### src/rtl/dfd_cla_pkg.sv
// dfd_cla_pkg: shared CSR addresses, control bit position and field bundle for the CLA counter CSR.
package dfd_cla_pkg;

    localparam logic [1:0] CLA_CNT_LO = 2'd0;
    localparam logic [1:0] CLA_CNT_HI = 2'd1;
    localparam logic [1:0] CLA_TGT_LO = 2'd2;
    localparam logic [1:0] CLA_TGT_HI = 2'd3;

    localparam int CLA_RST_ON_TGT_BIT = 15;

    typedef struct packed {
        logic [15:0] counter_lo;
        logic [15:0] target_lo;
        logic [15:0] shadow_lo;
        logic        reset_on_target;
    } cla_csr_lo_t;

endpackage

### src/rtl/dfd_cla_csr_rsp_slot.sv
// dfd_cla_csr_rsp_slot: single-entry valid/ready holding register for CSR responses.
module dfd_cla_csr_rsp_slot (
    input  logic        clock,
    input  logic        reset_n,
    input  logic        load,
    input  logic [15:0] load_data,
    input  logic        rsp_ready,
    output logic        load_ready,
    output logic        rsp_valid,
    output logic [15:0] rsp_rdata
);

    assign load_ready = !rsp_valid | rsp_ready;

    always_ff @(posedge clock) begin
        if (!reset_n) begin
            rsp_valid <= 1'b0;
            rsp_rdata <= '0;
        end else if (load) begin
            rsp_valid <= 1'b1;
            rsp_rdata <= load_data;
        end else if (rsp_ready) begin
            rsp_valid <= 1'b0;
        end
    end

endmodule

### src/rtl/dfd_cla_counter_csr.sv
// dfd_cla_counter_csr: CLA counter/target CSR with coherent wide reads via snapshot and atomic wide writes via shadow.
module dfd_cla_counter_csr
    import dfd_cla_pkg::*;
#(
    parameter int unsigned                COUNTER_WIDTH = 31,
    parameter logic [COUNTER_WIDTH-1:0]   RESET_TARGET  = '0
) (
    input  logic                     clock,
    input  logic                     reset_n,
    input  logic                     req_valid,
    output logic                     req_ready,
    input  logic                     req_write,
    input  logic [1:0]               req_addr,
    input  logic [15:0]              req_wdata,
    output logic                     rsp_valid,
    input  logic                     rsp_ready,
    output logic [15:0]              rsp_rdata,
    input  logic                     hw_counter_wr_en,
    input  logic                     hw_upper_wr_en,
    input  logic [15:0]              hw_counter,
    input  logic [COUNTER_WIDTH-17:0] hw_upper_counter,
    output logic [15:0]              cfg_counter,
    output logic [COUNTER_WIDTH-17:0] cfg_upper_counter,
    output logic [15:0]              cfg_target,
    output logic [COUNTER_WIDTH-17:0] cfg_upper_target,
    output logic                     cfg_reset_on_target
);

    localparam int UW = COUNTER_WIDTH - 16;

    cla_csr_lo_t   csr;
    logic [UW-1:0] counter_hi;
    logic [UW-1:0] target_hi;
    logic [UW-1:0] snapshot;
    logic          accept;
    logic          wr;
    logic          rd;
    logic [15:0]   rdata;

    assign accept = req_valid & req_ready;
    assign wr     = accept & req_write;
    assign rd     = accept & ~req_write;

    always_comb
        rdata = req_write                ? 16'h0000 :
                req_addr == CLA_CNT_LO   ? csr.counter_lo :
                req_addr == CLA_CNT_HI   ? 16'(snapshot) :
                req_addr == CLA_TGT_LO   ? csr.target_lo :
                                           {csr.reset_on_target, 15'(target_hi)};

    // A software CNT_HI commit replaces both halves and drops any same-cycle hardware update.
    always_ff @(posedge clock) begin
        if (!reset_n) begin
            csr.counter_lo      <= '0;
            csr.target_lo       <= RESET_TARGET[15:0];
            csr.shadow_lo       <= '0;
            csr.reset_on_target <= 1'b0;
            counter_hi          <= '0;
            target_hi           <= RESET_TARGET[COUNTER_WIDTH-1:16];
            snapshot            <= '0;
        end else begin
            if (wr && req_addr == CLA_CNT_HI) begin
                counter_hi     <= req_wdata[UW-1:0];
                csr.counter_lo <= csr.shadow_lo;
            end else begin
                if (hw_counter_wr_en)
                    csr.counter_lo <= hw_counter;
                if (hw_upper_wr_en)
                    counter_hi <= hw_upper_counter;
            end
            if (wr && req_addr == CLA_CNT_LO)
                csr.shadow_lo <= req_wdata;
            if (wr && req_addr == CLA_TGT_LO)
                csr.target_lo <= req_wdata;
            if (wr && req_addr == CLA_TGT_HI) begin
                target_hi           <= req_wdata[UW-1:0];
                csr.reset_on_target <= req_wdata[CLA_RST_ON_TGT_BIT];
            end
            if (rd && req_addr == CLA_CNT_LO)
                snapshot <= counter_hi;
        end
    end

    dfd_cla_csr_rsp_slot u_rsp (
        .clock      (clock),
        .reset_n    (reset_n),
        .load       (accept),
        .load_data  (rdata),
        .rsp_ready  (rsp_ready),
        .load_ready (req_ready),
        .rsp_valid  (rsp_valid),
        .rsp_rdata  (rsp_rdata)
    );

    assign cfg_counter         = csr.counter_lo;
    assign cfg_upper_counter   = counter_hi;
    assign cfg_target          = csr.target_lo;
    assign cfg_upper_target    = target_hi;
    assign cfg_reset_on_target = csr.reset_on_target;

endmodule

### config.mk
export PLATFORM = sky130hd
export DESIGN_NAME = dfd_cla_counter_csr
export DESIGN_NICKNAME = d
export VERILOG_FILES = /design/src/rtl/dfd_cla_pkg.sv /design/src/rtl/dfd_cla_csr_rsp_slot.sv /design/src/rtl/dfd_cla_counter_csr.sv
export SDC_FILE = /design/constraint.sdc
export NUM_CORES = 1
export LEC_CHECK = 0
export CAP_MARGIN = 10
export CORE_ASPECT_RATIO = 0.5
export CORE_MARGIN = 4
export CORE_UTILIZATION = 30
export CTS_CLUSTER_SIZE = 20
export DETAILED_ROUTE_END_ITERATION = 16
export SLEW_MARGIN = 15
export SYNTH_ARGS = -nofsm -noshare
export SYNTH_HDL_FRONTEND = slang
export SYNTH_SLANG_ARGS = --single-unit
### constraint.sdc
create_clock -name clock -period 1.97 [get_ports clock]
set_input_delay 0.197 -clock clock [delete_from_list [all_inputs] [get_ports clock]]
set_output_delay 0.197 -clock clock [all_outputs]
set_load 0.01 [all_outputs]
* Word level (Yosys, flattened, before mapping)
Cells that the tools add are included.
Word-level totals: bits in registers 111, bits of input ports 56, output and inout port bits 81, word-level logic and storage cells 37
Operators by class: eq/ne operators 3, muxes and demuxes 10, bitwise gates (word level) 5, reductions and logical operators 10
Operators by type and width (number):
- two-way mux 16 bit | 6
- two-way mux 15 bit | 2
- nonzero test 2 bit | 3
- logical AND 1 bit | 5
- == test 2 bit, second input constant | 2
- bitwise AND 1 bit | 3
- == test 2 x 1 -> 1 bit, second input constant | 1
- zero test 2 bit | 1
- two-way mux 1 bit | 2
- zero test 1 bit | 1
- inverter 1 bit | 1
- bitwise OR 1 bit | 1

* Logic depth before layout (Yosys ltp)
word-level depth 6, mapped depth 7, depth with buffers taken out 4

* Modules after synthesis
A second synthesis with hierarchy kept.
Second synthesis, totals: cell total of the unflattened synthesis 506, area total of the unflattened synthesis 5330.1 um^2
Modules (own cells, without submodules):
- dfd_cla_counter_csr | times used 1, cells each 451, area an instance 4677.0 um^2, seq. area each 1881.8 um^2
- dfd_cla_csr_rsp_slot | times used 1, cells each 55, area an instance 653.1 um^2, seq. area each 340.3 um^2

* Worst setup path before layout
OpenSTA, ideal clock, no wires.
kind register to register, from reg u_rsp.rsp_valid, to reg counter_hi[0], in the netlist cfg_upper_counter[0], setup time 72 ps, arrival 1367 ps, required time 1898 ps, setup slack 532 ps, stages on the path, launching flop included 6, buffers on the path 2, period minus slack after synthesis 1438 ps, cell sequence dfxtp_1 > nor2b_1 > buf_4 > nor4b_4 > buf_6 > mux2i_1
Between the ends: cells in the longest elaborated chain, start to end 6, elaborated cells on any way between the ends 7, classes of those cells 1 x mux; 3 x bitwise; 3 x reduce/logical
Ends and longest elaborated chain:
- start: declaration | RTL line dfd_cla_csr_rsp_slot.sv:9 | output logic rsp_valid,
- start signal: assignment | RTL line dfd_cla_csr_rsp_slot.sv:17 | rsp_valid <= 1'b0;
- start signal: assignment | RTL line dfd_cla_csr_rsp_slot.sv:20 | rsp_valid <= 1'b1;
- start signal: assignment | RTL line dfd_cla_csr_rsp_slot.sv:23 | rsp_valid <= 1'b0;
- zero test 1 bit (*) | RTL line dfd_cla_csr_rsp_slot.sv:13 | assign load_ready = !rsp_valid | rsp_ready;
- bitwise OR 1 bit (*) | RTL line dfd_cla_csr_rsp_slot.sv:13
- bitwise AND 1 bit (*) | RTL line dfd_cla_counter_csr.sv:40 | assign accept = req_valid & req_ready;
- bitwise AND 1 bit (*) | RTL line dfd_cla_counter_csr.sv:41 | assign wr = accept & req_write;
- logical AND 1 bit (*) | RTL line dfd_cla_counter_csr.sv:62 | if (wr && req_addr == CLA_CNT_HI) begin
- two-way mux 15 bit or nonzero test 2 bit (tied branches)
- end signal: assignment | RTL line dfd_cla_counter_csr.sv:63 | counter_hi <= req_wdata[UW-1:0];
- end signal: assignment | RTL line dfd_cla_counter_csr.sv:69 | counter_hi <= hw_upper_counter;
- end: declaration | RTL line dfd_cla_counter_csr.sv:32 | logic [UW-1:0] counter_hi;
Mark *: on every way between the ends. The rest lies on a longest branch, timed or not. A chain may end at the register's enable or synchronous reset.

* Worst setup path after layout
from reg u_rsp.rsp_valid, to out req_ready
Between the ends: cells in the longest elaborated chain, start to end 2
Ends and longest elaborated chain:
- zero test 1 bit | RTL line dfd_cla_csr_rsp_slot.sv:13
- bitwise OR 1 bit | RTL line dfd_cla_csr_rsp_slot.sv:13
- end: declaration | RTL line dfd_cla_counter_csr.sv:11 | output logic req_ready,
No other way between the ends.

==> metrics.md <==
| Metric | Value |
|---|---|
| CTS tree | built |
| Die area | 0.0210 mm2 |
| Final setup skew | 0.00978 ns |
| Row count | 34 |
| Pre-antenna DRT Iters | 5 |
| Post-CTS Resized | 0 |
| Synth-to-Final Area Change | 31.3% |
| GRT Util Overall | 16.6% |
| Startpoint Class | register |
| HPWL after DPL | 12800 um |
| Drt first-iter violations | 414 |
| Vias in the first global route | approximately 4700 |
| Slew margin rel. | between 70% and 80% |
| Synth Cell Area | 0.00559 mm2 |
| Critical path capture point type | primary output |
| Average routed wire per standard cell | 20.5 um |
| GPL Wtd Cong | 0.800 |
| Clock Path Buffers | 2 |
| Crit path largest cell delay | 0.51 ns |
| Measured slew at the worst slew-check pin | a little over 0.4 ns |
| Max Clk Rate | 0.565 GHz |
| Filler cells | between 1500 and 2000 |
| Avg Cell Area, Syn | 10.1 um2 |
| Buffers on Ports | around 140 |
| CTS buffer count | 9 |
| Met3 WL | 1130 um |
| Post-synth EDFFs | 0 |
| Max Cap Violations | 0 |
| Hold Path Class | in -> reg |
| Worst-path clk slew | 0.08 ns |
| Avg Vias per Cell | 5.25 |
| Critical path class | reg -> out |
| Fin crit share | 89.8% |
| Final worst slack | ~0.2 ns |
| Mapped Cells | 553 |
| Top sig layer | met4 |
| Worst endpoint required time | 1.77 ns |
| Worst path cell trace | nor2b_4 -> inv_2 -> clkdlybuf4s50_1 |
| Hold Vio Cnt, Final | 0 |
| CP max FO | 8 |
| # setup viols final | 0 |
| WL final | about 18000 um |
| Ratio of cells with drive above 1 in the final layout | a little over a fifth |
| First-pass GRT wire length | 27900 um |
| Die H | approximately 100 um |
| VDD IR max | around 0.55 mV |
| Root buf cell | clkbuf_16 |
| RSZ-0062 raised after global routing | false |
| Yosys Warn Count | 0 |
| Post-CTS setup buffer count | 0 |
| Synthesized net count | 609 |
| Final min period | roughly 1.8 ns |
| Routed Antenna Nets | 0 |
| Setup TNS Final | 0 ns |
| Met2 WL | approximately 8600 um |
| H-tree level count | 3 |
| # DRC | 0 |
| Crit path DAT | around 1.6 ns |
| Critical-path top delay cell | clkdlybuf4s50_1 |
| Post-synthesis sequential area ratio | 39.7% |
| Netlist cell types | 32 |
| Antenna Cells | 0 |
| Antenna violations before repair | 0 |
| Ys async rst share | 0% |
| Clock sinks | 111 |
| Vias | 4613 |
| Post-cts hold buffer count | 0 |
| Outcome | finished, final reports clean |
| GR Overflow Total | 0 |
| Seq cells post-synth | 111 |
| Largest net degree at the start of global routing | 37 |
| Leakage power | 2.43 nW |
| Synth Flop Type | dfxtp_1 |
| I/O pin count | about 140 |
| Initial Util | a little under a third |
| Fin nets | just under 700 |
| Pre-CTS setup slack | approximately 0.0087 ns |
| Die Width | 201 um |
| Fin. max-slew vios | 0 |
| Worst skew pair latency | about 0.35 ns |
| Pwr per Cell Area | 682 mW/mm2 |
| Core Area | 0.0178 mm2 |
| M1 WL | 8100 um |
power by group:
part	internal [mW]	switching (mW)	total (mW)
clock	0.997	0.853	1.85
combinational	0.390	0.392	0.782
sequential	2.31	0.0633	2.37
cell usage after synthesis (2+ instances only):
library cell	n	area share (%)
nand4_1	47	5.3
dfxtp_1	111	40
nand2_1	80	5.4
buf_6	9	1.8
nand2_2	2	0.22
mux2_2	31	6.2
buf_4	35	4.7
mux2i_1	48	8.6
nor2_1	2	0.13
buf_2	22	2.0
inv_1	2	0.13
mux4_2	15	6.0
clkbuf_1	25	1.7
a22o_1	15	2.4
o31ai_2	30	6.7
o31ai_1	17	2.3
a21oi_1	47	4.2
per-stage QoR:
step                      cell area [um2]  power (mW)  cells  hold WS, ns  util [%]
final                                7340        5.01    878        0.367      41.2
after global routing                 7340        5.20    878        0.374      41.2
after CTS                            7340        5.04    878        0.352      41.2
after detailed placement             7040        3.21    863        0.462      39.5
after global placement               7040        3.20    863        0.452      39.5
after floorplan                      5590        2.83    553        0.339         -
per-layer routing:
layer,GRT usage [%],up-vias
met1,22.7,2263
met2,27.2,163
met3,3.71,16
met5,0,-
li1,-,2171
met4,3.53,0
layout by cell type (no fill, tap or decap), types with 2 or more instances in the layout:
cell | synthesis | routed
clkdlybuf4s50_1 | 0 | 134
dfxtp_1 | 111 | 111
nand2_1 | 80 | 80
mux2i_1 | 48 | 48
nand4_1 | 47 | 47
a21oi_1 | 47 | 47
mux2_2 | 31 | 31
o31ai_2 | 30 | 30
buf_4 | 35 | 22
o31ai_1 | 17 | 17
mux4_2 | 15 | 15
a22o_1 | 15 | 15
buf_12 | 0 | 10
clkbuf_16 | 0 | 9
clkinv_4 | 0 | 3
inv_2 | 1 | 2
nand2_2 | 2 | 2
nor2_1 | 2 | 2
buf_2 | 22 | 2
path summary, 6_finish.rpt:
| path | startpoint | endpoint | slack, ns | cells after the start |
|---|---|---|---|---|
| setup / recovery | u_rsp.rsp_valid | req_ready | 0.20 | 3 |
| hold / removal | req_write | snapshot[1] | 0.37 | 4 |
| setup reg to reg | u_rsp.rsp_valid | u_rsp.rsp_rdata[15] | 0.47 | 5 |
| hold reg to reg | snapshot[14] | snapshot[14] | 0.47 | 2 |
worst max-delay path: cells and delay by family (launching register included):
kind / cells / cell delay [ns]
flops: 1 / 0.33
simple gates: 1 / 0.26
buf+inv: 2 / 0.64
sequential cells by signal (all words and copies together), names as in the netlist:
register,flops
cfg_counter,16
cfg_target,16
csr,16
u_rsp.rsp_rdata,16
cfg_upper_counter,15
cfg_upper_target,15
snapshot,15
cfg_reset_on_target,1
u_rsp.rsp_valid,1
cell families after synthesis:
logic type	count (synthesis)	synth area share, %
AOI/OAI and AO/OA	112	16.0
buffers and inverters	95	10.4
DFF	111	39.7
muxes	94	20.9
and+or+nand+nor	141	12.9
layout make-up:
type | instances | area (um2) | area share, %
multi-input cells | 347 | 2800 | 38.1
flip-flops and latches | 111 | 2220 | 30.3
repair buffers | 168 | 1720 | 23.4
well taps | 234 | 293 | 3.99
clock buffers | 10 | 229 | 3.12
clock inverters | 5 | 67.6 | 0.921
inverters | 3 | 11.3 | 0.153
Power figures use the tool's default switching activity.
